[src/rtl/muldiv_ctrl.sv]
// muldiv_ctrl: sequencer for the multi-cycle mult/div units and the HI/LO registers.
//
// A one-cycle `start` in IDLE launches an operation. The block then runs the
// selected unit for a fixed number of cycles, writes HI/LO, and pulses `done`.
// A divide with a zero divisor skips the run and raises a one-cycle `dbz_exc`.
//
// Ports:
//   clk          in  system clock, rising edge
//   reset        in  asynchronous reset, active-low
//   start        in  operation request (sampled only in IDLE)
//   op           in  0 = mult, 1 = div (sampled with start)
//   div_by_zero  in  divisor-is-zero flag from the div unit (sampled with start)
//   multControl  out mult unit run enable
//   divControl   out div unit run enable
//   muxHiControl out HI source select (0 = mult, 1 = div)
//   muxLoControl out LO source select (0 = mult, 1 = div)
//   HiWrite      out HI register write enable
//   LoWrite      out LO register write enable
//   busy         out operation in progress
//   done         out one-cycle completion pulse
//   dbz_exc      out one-cycle divide-by-zero exception request
module muldiv_ctrl #(
  parameter int MULT_CYCLES = 32,
  parameter int DIV_CYCLES  = 32
) (
  input  logic clk,
  input  logic reset,
  input  logic start,
  input  logic op,
  input  logic div_by_zero,
  output logic multControl,
  output logic divControl,
  output logic muxHiControl,
  output logic muxLoControl,
  output logic HiWrite,
  output logic LoWrite,
  output logic busy,
  output logic done,
  output logic dbz_exc
);

  localparam int MAX_CYCLES = (MULT_CYCLES > DIV_CYCLES) ? MULT_CYCLES : DIV_CYCLES;
  localparam int CNT_W      = (MAX_CYCLES > 1) ? $clog2(MAX_CYCLES) : 1;

  typedef enum logic [1:0] {
    IDLE  = 2'd0,
    RUN   = 2'd1,
    WRITE = 2'd2,
    EXC   = 2'd3
  } stateE;

  stateE            state;
  logic             opQ;
  logic [CNT_W-1:0] cnt;

  // Selects follow the last accepted op and are held through IDLE.
  assign muxHiControl = opQ;
  assign muxLoControl = opQ;

  // Outputs are registered alongside the state: each branch sets the values
  // that belong to the state being entered, so they line up with it.
  always_ff @(posedge clk or negedge reset) begin
    if (!reset) begin
      state       <= IDLE;
      opQ         <= 1'b0;
      cnt         <= '0;
      multControl <= 1'b0;
      divControl  <= 1'b0;
      HiWrite     <= 1'b0;
      LoWrite     <= 1'b0;
      busy        <= 1'b0;
      done        <= 1'b0;
      dbz_exc     <= 1'b0;
    end else begin
      multControl <= 1'b0;
      divControl  <= 1'b0;
      HiWrite     <= 1'b0;
      LoWrite     <= 1'b0;
      busy        <= 1'b0;
      done        <= 1'b0;
      dbz_exc     <= 1'b0;
      case (state)
        IDLE: begin
          if (start) begin
            opQ  <= op;
            busy <= 1'b1;
            if (op && div_by_zero) begin
              state   <= EXC;
              dbz_exc <= 1'b1;
            end else begin
              state       <= RUN;
              cnt         <= op ? CNT_W'(DIV_CYCLES - 1) : CNT_W'(MULT_CYCLES - 1);
              multControl <= ~op;
              divControl  <= op;
            end
          end
        end
        RUN: begin
          busy <= 1'b1;
          if (cnt == '0) begin
            state   <= WRITE;
            HiWrite <= 1'b1;
            LoWrite <= 1'b1;
            done    <= 1'b1;
          end else begin
            cnt         <= cnt - CNT_W'(1);
            multControl <= ~opQ;
            divControl  <= opQ;
          end
        end
        WRITE:   state <= IDLE;
        EXC:     state <= IDLE;
        default: state <= IDLE;
      endcase
    end
  end

endmodule

[config.mk]
export PLATFORM = sky130hd
export DESIGN_NAME = muldiv_ctrl
export DESIGN_NICKNAME = d
export VERILOG_FILES = /design/src/rtl/muldiv_ctrl.sv
export SDC_FILE = /design/constraint.sdc
export NUM_CORES = 1
export LEC_CHECK = 0
export CAP_MARGIN = 25
export CELL_PAD_IN_SITES_DETAIL_PLACEMENT = 1
export CELL_PAD_IN_SITES_GLOBAL_PLACEMENT = 2
export CORE_UTILIZATION = 35
export CTS_BUF_LIST = sky130_fd_sc_hd__clkbuf_4 sky130_fd_sc_hd__clkbuf_8 sky130_fd_sc_hd__clkbuf_16
export DETAILED_ROUTE_END_ITERATION = 16
export DONT_BUFFER_PORTS = 1
export PLACE_DENSITY = 0.69
export RECOVER_POWER = 25
export SLEW_MARGIN = 15
export SYNTH_ARGS = -nofsm -noshare
export SYNTH_HDL_FRONTEND = slang
export SYNTH_SLANG_ARGS = --single-unit
export TNS_END_PERCENT = 50
[constraint.sdc]
create_clock -name clk -period 3.07 [get_ports clk]
set_clock_uncertainty 0.05 [all_clocks]
set_input_delay 0.307 -clock clk [delete_from_list [all_inputs] [get_ports clk]]
set_output_delay 0.307 -clock clk [all_outputs]
set_load 0.01 [all_outputs]
==> results.ini, run 1 <==
[cts]
tritoncts_num_sinks = 13
cts_inserted_buffers = 3
cts_tree = done
clk_root_buffer_cell = clkbuf_4
ctsLongestPathBuffers = 2
ctsResizeCount = 0
clkSlewWorstSetupHoldPaths_ps = 80
cts.htree.levels = 1
clk-insertion-delay-late_ps = 280

[power_and_ir_drop]
p_int_uw = 428
share_clk_of_total_power_pct = 15.0
sw_frac_of_total_pct = 39.6
power.leakage_uw = 0.000298
pwr_density_cell_nw_per_um2 = 1040
vdd_ir_drop_max_mv = 0.468
power.switching_uw = 280
share_comb_of_total_power_pct = 36.6
share_seq_of_total_power_pct = 48.5

[timing]
max_slew_margin_pct = 60.6
setup_total_negative_slack_ps = 0
hold_viol_final = 0
fmaxAchievable_ghz = 0.554
finalSetupViolations = 0
final_period_minus_worst_setup_slack_ps = 1810
final_min_period_over_clock_period_pct = 58.8
rsz0062_at_grt = no
worst_slew_pin_slew_ps = 590
finalMaxSlewViolations = 0

[placed_design]
place_hpwl_um = 971
placement.io_buffers = 0
post_placement_cell_count = 80
globalplace.congestion = 0.721
detailed_place.area_um2 = 642

[critical_path]
cp-end-kind = flop
cp_cell_sequence = inv_1 > ha_1 > nor4b_1 > and2_1 > a2111oi_0
rr_worst_depth = 5
critical_path.max_fanout = 5
cp_data_required_time_ps = 3140
crit_path_depth = 5
crit_family = compound AO/OA/AOI/OAI gates
criticalPathCategory = reg -> reg
cp_peak_stage_delay_ps = 490
timing.critical_path.buf_inv = 1
setup.worst_path.start_class = flop
cp_slowest_cell = a2111oi_0
critical_path_arrival_ps = 1880

[run]
maxCapViolations = 0

[cells_and_area]
fin_cells = 85
drive_gt1_share_pct = 18.3
antenna-diode-count = 0
nets = 67
final_design_area_no_fill_um2 = 679
synthToLayoutAreaGrowth_pct = 4.62

[floorplanning]
rows = 15
die_x_um = 45.1
floorplan.die.height_um = 45.1
placeableCoreArea_um2 = 1730
initial_core_utilization_pct = 37.6
full_die_area_um2 = 2030
ioPinCount = 14

[routing]
first_iter_violations = 3
detail-route-antenna-nets = 0
dr_total_vias = 425
first_pass_iters = 4
finalWirelength_um = 1360
vias_per_cell = 5.00
drt-wirelength-per-cell_um = 16.0
detail_route.drc_violations = 0

[min_path]
min_delay_path_depth = 1
timing.hold.worst.class = in -> reg

[grt]
grt_first_pass_wirelength_um = 2270
antenna_found_initial = 0
overflow = 0
grt_use_total_pct = 16.8
largest_net_degree_at_the_start_of_global_routing = 14
vias_in_the_first_global_route = 484

[status]
run_status = finished, final reports clean

[synth]
synth.cell_area_um2 = 649
ys.warnings.count = 0
syn_inst = 60
avgSynthCellArea_um2 = 10.8
yosysUniqueCellTypes = 33
synth.ff_latch_count = 13
synth_seq_area_share_pct = 50.1
synth_nets = 66

## per-stage QoR
| stage | total power, uW | util, % | setup slack [ps] | hold slack (ps) |
|---|---|---|---|---|
| floorplan | 556 | - | 1530 | -38.6 |
| global placement | 602 | 37.2 | 1400 | -38.3 |
| detailed placement | 599 | 37.2 | 1330 | -38.2 |
| CTS | 717 | 39.3 | 1240 | 46.1 |
| global route | 764 | 39.3 | 1140 | 51.6 |
| finish | 708 | 39.3 | 1260 | 61.4 |
## power by group through the flow
stage,logic [uW],clock network [uW],registers [uW]
4_1_cts,261,113,344
3_3_place_gp,253,0,349
6_report,259,106,343
5_1_grt,291,117,356
2_1_floorplan,255,0,301
3_5_place_dp,253,0,346
## cell usage after synthesis, drive strengths merged
master	instances	share of area [%]
nand3b	1	1.2
and2	1	0.96
o32ai	1	1.3
inv	5	2.9
nor2	5	2.9
or2	1	0.96
nor2b	1	0.96
nor3	2	1.5
and3	2	2.7
a21oi	1	0.77
a22o	1	1.3
and4b	1	1.7
buf	5	6.0
nand2	2	1.2
nand2b	1	0.96
dfrtp	13	50
ha	1	1.9
nor3b	2	2.3
o21ai	2	1.5
or4b	1	2.1
a2111oi	1	1.3
and2b	1	1.3
mux2i	1	1.5
a32oi	1	1.3
a211oi	3	4.2
nand4	1	0.96
nor4b	1	1.3
or3b	1	1.3
o31ai	1	1.2
## cell usage in the layout, fill, tap and decap left out, drive strengths merged, types with 2 or more instances in the layout
cell type  count
a211oi         3
and3           2
nor2           5
nor3b          2
o21ai          2
nand2          2
dfrtp         13
nor3           2
inv            5
clkbuf         3
## logic make-up (layout without fill, tap and decap cells)
family | after synthesis | in the layout | synth area share [%]
fa+ha+maj | 1 | 1 | 1.93
simple gates | 24 | 24 | 24.5
mux | 1 | 1 | 1.54
compound gates | 11 | 11 | 13.1
flops | 13 | 13 | 50.1
buf+inv | 10 | 10 | 8.86
## state kept, by name, summed over array words and instances, names as in the netlist
signal and cells:
cnt 5, state 2, busy 1, dbz_exc 1, divControl 1, done 1
multControl 1, muxHiControl 1
## layer usage
layer  vias up  global-route usage [%]  part of all wire [%]  routed length, um
met4         0                    12.7                   1.3                 18
met2        10                    23.8                    43                584
met5         -                       0                     0                  0
met1       200                    22.1                    53                721
met3         2                    4.00                   3.0                 41
li1        213                       -                     -                  -
## repair_timing
action                                 4_1_cts  5_1_grt
endpoints found under the hold margin       13        0
buffers inserted                             0        0
hold buffers                                 1        0
## path summary, 6_finish.rpt
kind / slack, ps / end / start
setup / recovery: 1260 / cnt[2] / cnt[0]
hold / removal: 60 / divControl / div_by_zero
setup reg to reg: 1260 / cnt[2] / cnt[0]
hold reg to reg: 490 / cnt[0] / cnt[0]
max in group asynchronous: 2170 / cnt[2] / reset
min in group asynchronous: 420 / cnt[0] / reset
## area by class of cell
cell class,instances,area [um2]
fill,206,1050
sequential,13,325
multi-input combinational,37,267
tap,25,31.3
clock buffer,3,22.5
inverter,5,18.8
timing repair buffer,1,10.0
clock inverter,1,5.00
Note: power is estimated with default switching activity, not from simulation.
==> run 2: changes to the inputs <==
==> constraint.sdc (replaced) <==
create_clock -name clk -period 1.7 [get_ports clk]
set_clock_uncertainty 0.05 [all_clocks]
set_input_delay 0.17 -clock clk [delete_from_list [all_inputs] [get_ports clk]]
set_output_delay 0.17 -clock clk [all_outputs]
set_load 0.01 [all_outputs]
==> run 2 against run 1 <==
- critical path depth stayed put
- worst setup slack worse by 1200 ps
- global-route usage is 1.5 points higher
- non-clock buffer count is 5 higher
- critical path type unchanged
- largest cell class unchanged
- largest power group unchanged
==> results.ini, run 2 (same netlist as run 1, synthesis figures left out) <==
[routing]
finalWirelength_um = 1470
drt-wirelength-per-cell_um = 16.3
vias_per_cell = 5.33
first_pass_iters = 1
detail_route.drc_violations = 0
dr_total_vias = 480
detail-route-antenna-nets = 0
first_iter_violations = 0

[placed_design]
detailed_place.area_um2 = 657
detailedPlace.worstSlack_ps = -28.8
place_hpwl_um = 1000
placement.io_buffers = 0
globalplace.congestion = 0.763

[cells_and_area]
multi_input_comb_area_um2 = 285
final_design_area_no_fill_um2 = 746
ff_latch_area_um2 = 325
max_flop_register = cnt
fillerInstances = 200
nets = 72
drive_gt1_share_pct = 24.6
mostFrequentLayoutCells = 13 x dfrtp_1, 5 x nor2_1, 4 x inv_1, 4 x clkbuf_4, 4 x dlygate4sd3_1
mostFrequentLayoutCell = dfrtp_1
antenna-diode-count = 0
layout_top_registers = cnt (5), state (2)
largest_register_ffs = 5
synthToLayoutAreaGrowth_pct = 14.8

[timing]
worst_slew_pin_slew_ps = 624
final_min_period_over_clock_period_pct = 93.9
max_slew_margin_pct = 58.3
hold_viol_final = 0
finalSetupViolations = 0
worst_slack_ps = 104
fmaxAchievable_ghz = 0.626
rsz0062_at_grt = no
finalMaxSlewViolations = 0
final_period_minus_worst_setup_slack_ps = 1600

[cts]
cts.htree.levels = 1
cts_inserted_buffers = 3
ctsLongestPathBuffers = 2
cts_tree = done
postCtsSetupRepairBufs = 0
clk_root_buffer_cell = clkbuf_4
clk-insertion-delay-late_ps = 280
tritoncts_num_sinks = 13
clkSlewWorstSetupHoldPaths_ps = 80

[min_path]
destination_of_the_worst_hold_path = dbz_exc
holdCritStartpoint = op
timing.hold.worst.class = in -> reg
min_delay_path_depth = 1

[critical_path]
critical_path_arrival_ps = 1750
criticalPathCategory = reg -> reg
critical_path.max_fanout = 5
cp_data_required_time_ps = 1850
setup.worst_path.start_class = flop
rr_worst_depth = 5
rr_startpoint = cnt[0]
reg2reg_slack_ps = 100
cp-end-kind = flop
r2r-end = cnt[1]

[grt]
grt_first_pass_wirelength_um = 2480
grt_use_total_pct = 18.4
antenna_found_initial = 0
largest_net_degree_at_the_start_of_global_routing = 14
overflow = 0
vias_in_the_first_global_route = 515

[status]
run_status = finished, final reports clean

[power_and_ir_drop]
vdd_ir_drop_max_mv = 0.701
pwr_density_cell_nw_per_um2 = 1840
power.leakage_uw = 0.000321

[floorplanning]
die_x_um = 45.1
floorplan.die.height_um = 45.1
ioPinCount = 14
placeableCoreArea_um2 = 1730
rows = 15
initial_core_utilization_pct = 37.6
full_die_area_um2 = 2030

[run]
maxCapViolations = 0

## run 2: changes by cell type in the layout (fill, tap and decap cells not counted), sizes merged
cell and delta:
buf +2, clkbuf +1, dlygate4sd3 +3, clkinv -1
## run 2: through the flow
| step | setup TNS (ps) | total power, uW | hold WS (ps) | instances | util, % |
|---|---|---|---|---|---|
| 6_report | 0 | 1370 | 16.4 | 90 | 43.2 |
| 4_1_cts | 0 | 1350 | 6.18 | 90 | 42.5 |
| 2_1_floorplan | 0 | 1000 | -176 | 60 | - |
| 5_1_grt | 0 | 1470 | 20.4 | 90 | 43.2 |
| 3_5_place_dp | -54.3 | 1100 | -175 | 82 | 38.0 |
| 3_3_place_gp | 0 | 1090 | -175 | 82 | 38.0 |
## run 2: how the worst max path moves through the flow
stage / startpoint / endpoint / depth (start not counted) / slack, ps
after floorplan: cnt[1] / cnt[1] / 5 / 160
after global placement: cnt[1] / multControl / 5 / 90
after detailed placement: cnt[1] / cnt[2] / 5 / -30
after CTS: cnt[1] / cnt[1] / 5 / 10
after global routing: cnt[1] / cnt[2] / 5 / 40
final: cnt[0] / cnt[1] / 5 / 100
## run 2: layout make-up
cell class              count  area share, %
clock buffers               4           4.03
multi-input cells          37           38.3
flip-flops and latches     13           43.6
well taps                  25           4.19
inverters                   5           2.52
repair buffers              6           7.38
## run 2: repair_timing
item,CTS,global route
pin swaps,0,0
hold buffers,4,0
resized for setup,1,3
hold endpoints to repair,18,0
endpoints found under the setup margin,5,6
gates cloned,0,0
## run 2: worst max-delay path, stage by stage (launching register included)
cell and delay (ps):
dfrtp_1 390, inv_1 110, ha_4 160, or4b_4 480, and3_4 190, a211oi_2 140
## run 2: report_power, final
part | switching [uW] | total, uW | internal (uW)
clock | 111 | 218 | 107
sequential | 175 | 617 | 441
combinational | 247 | 537 | 290
total | 533 | 1370 | 838
## run 2: routing by layer
| metal | GRT usage, % | vias to the layer above | part of all wire (%) |
|---|---|---|---|
| li1 | - | 229 | - |
| met1 | 23.9 | 238 | 48 |
| met2 | 26.1 | 9 | 48 |
| met3 | 5.20 | 4 | 2.3 |
| met4 | 12.7 | 0 | 2.2 |
| met5 | 0 | - | 0 |
==> run 3: changes to the inputs <==
--- a/config.mk
+++ b/config.mk
@@ -10,6 +10,7 @@
 export CELL_PAD_IN_SITES_GLOBAL_PLACEMENT = 2
 export CORE_UTILIZATION = 35
 export CTS_BUF_LIST = sky130_fd_sc_hd__clkbuf_4 sky130_fd_sc_hd__clkbuf_8 sky130_fd_sc_hd__clkbuf_16
+export CTS_CLUSTER_SIZE = 28
 export DETAILED_ROUTE_END_ITERATION = 16
 export DONT_BUFFER_PORTS = 1
 export PLACE_DENSITY = 0.69
==> results of run 3 <==
Final layout, timing and power as in run 2 (identical DEF).
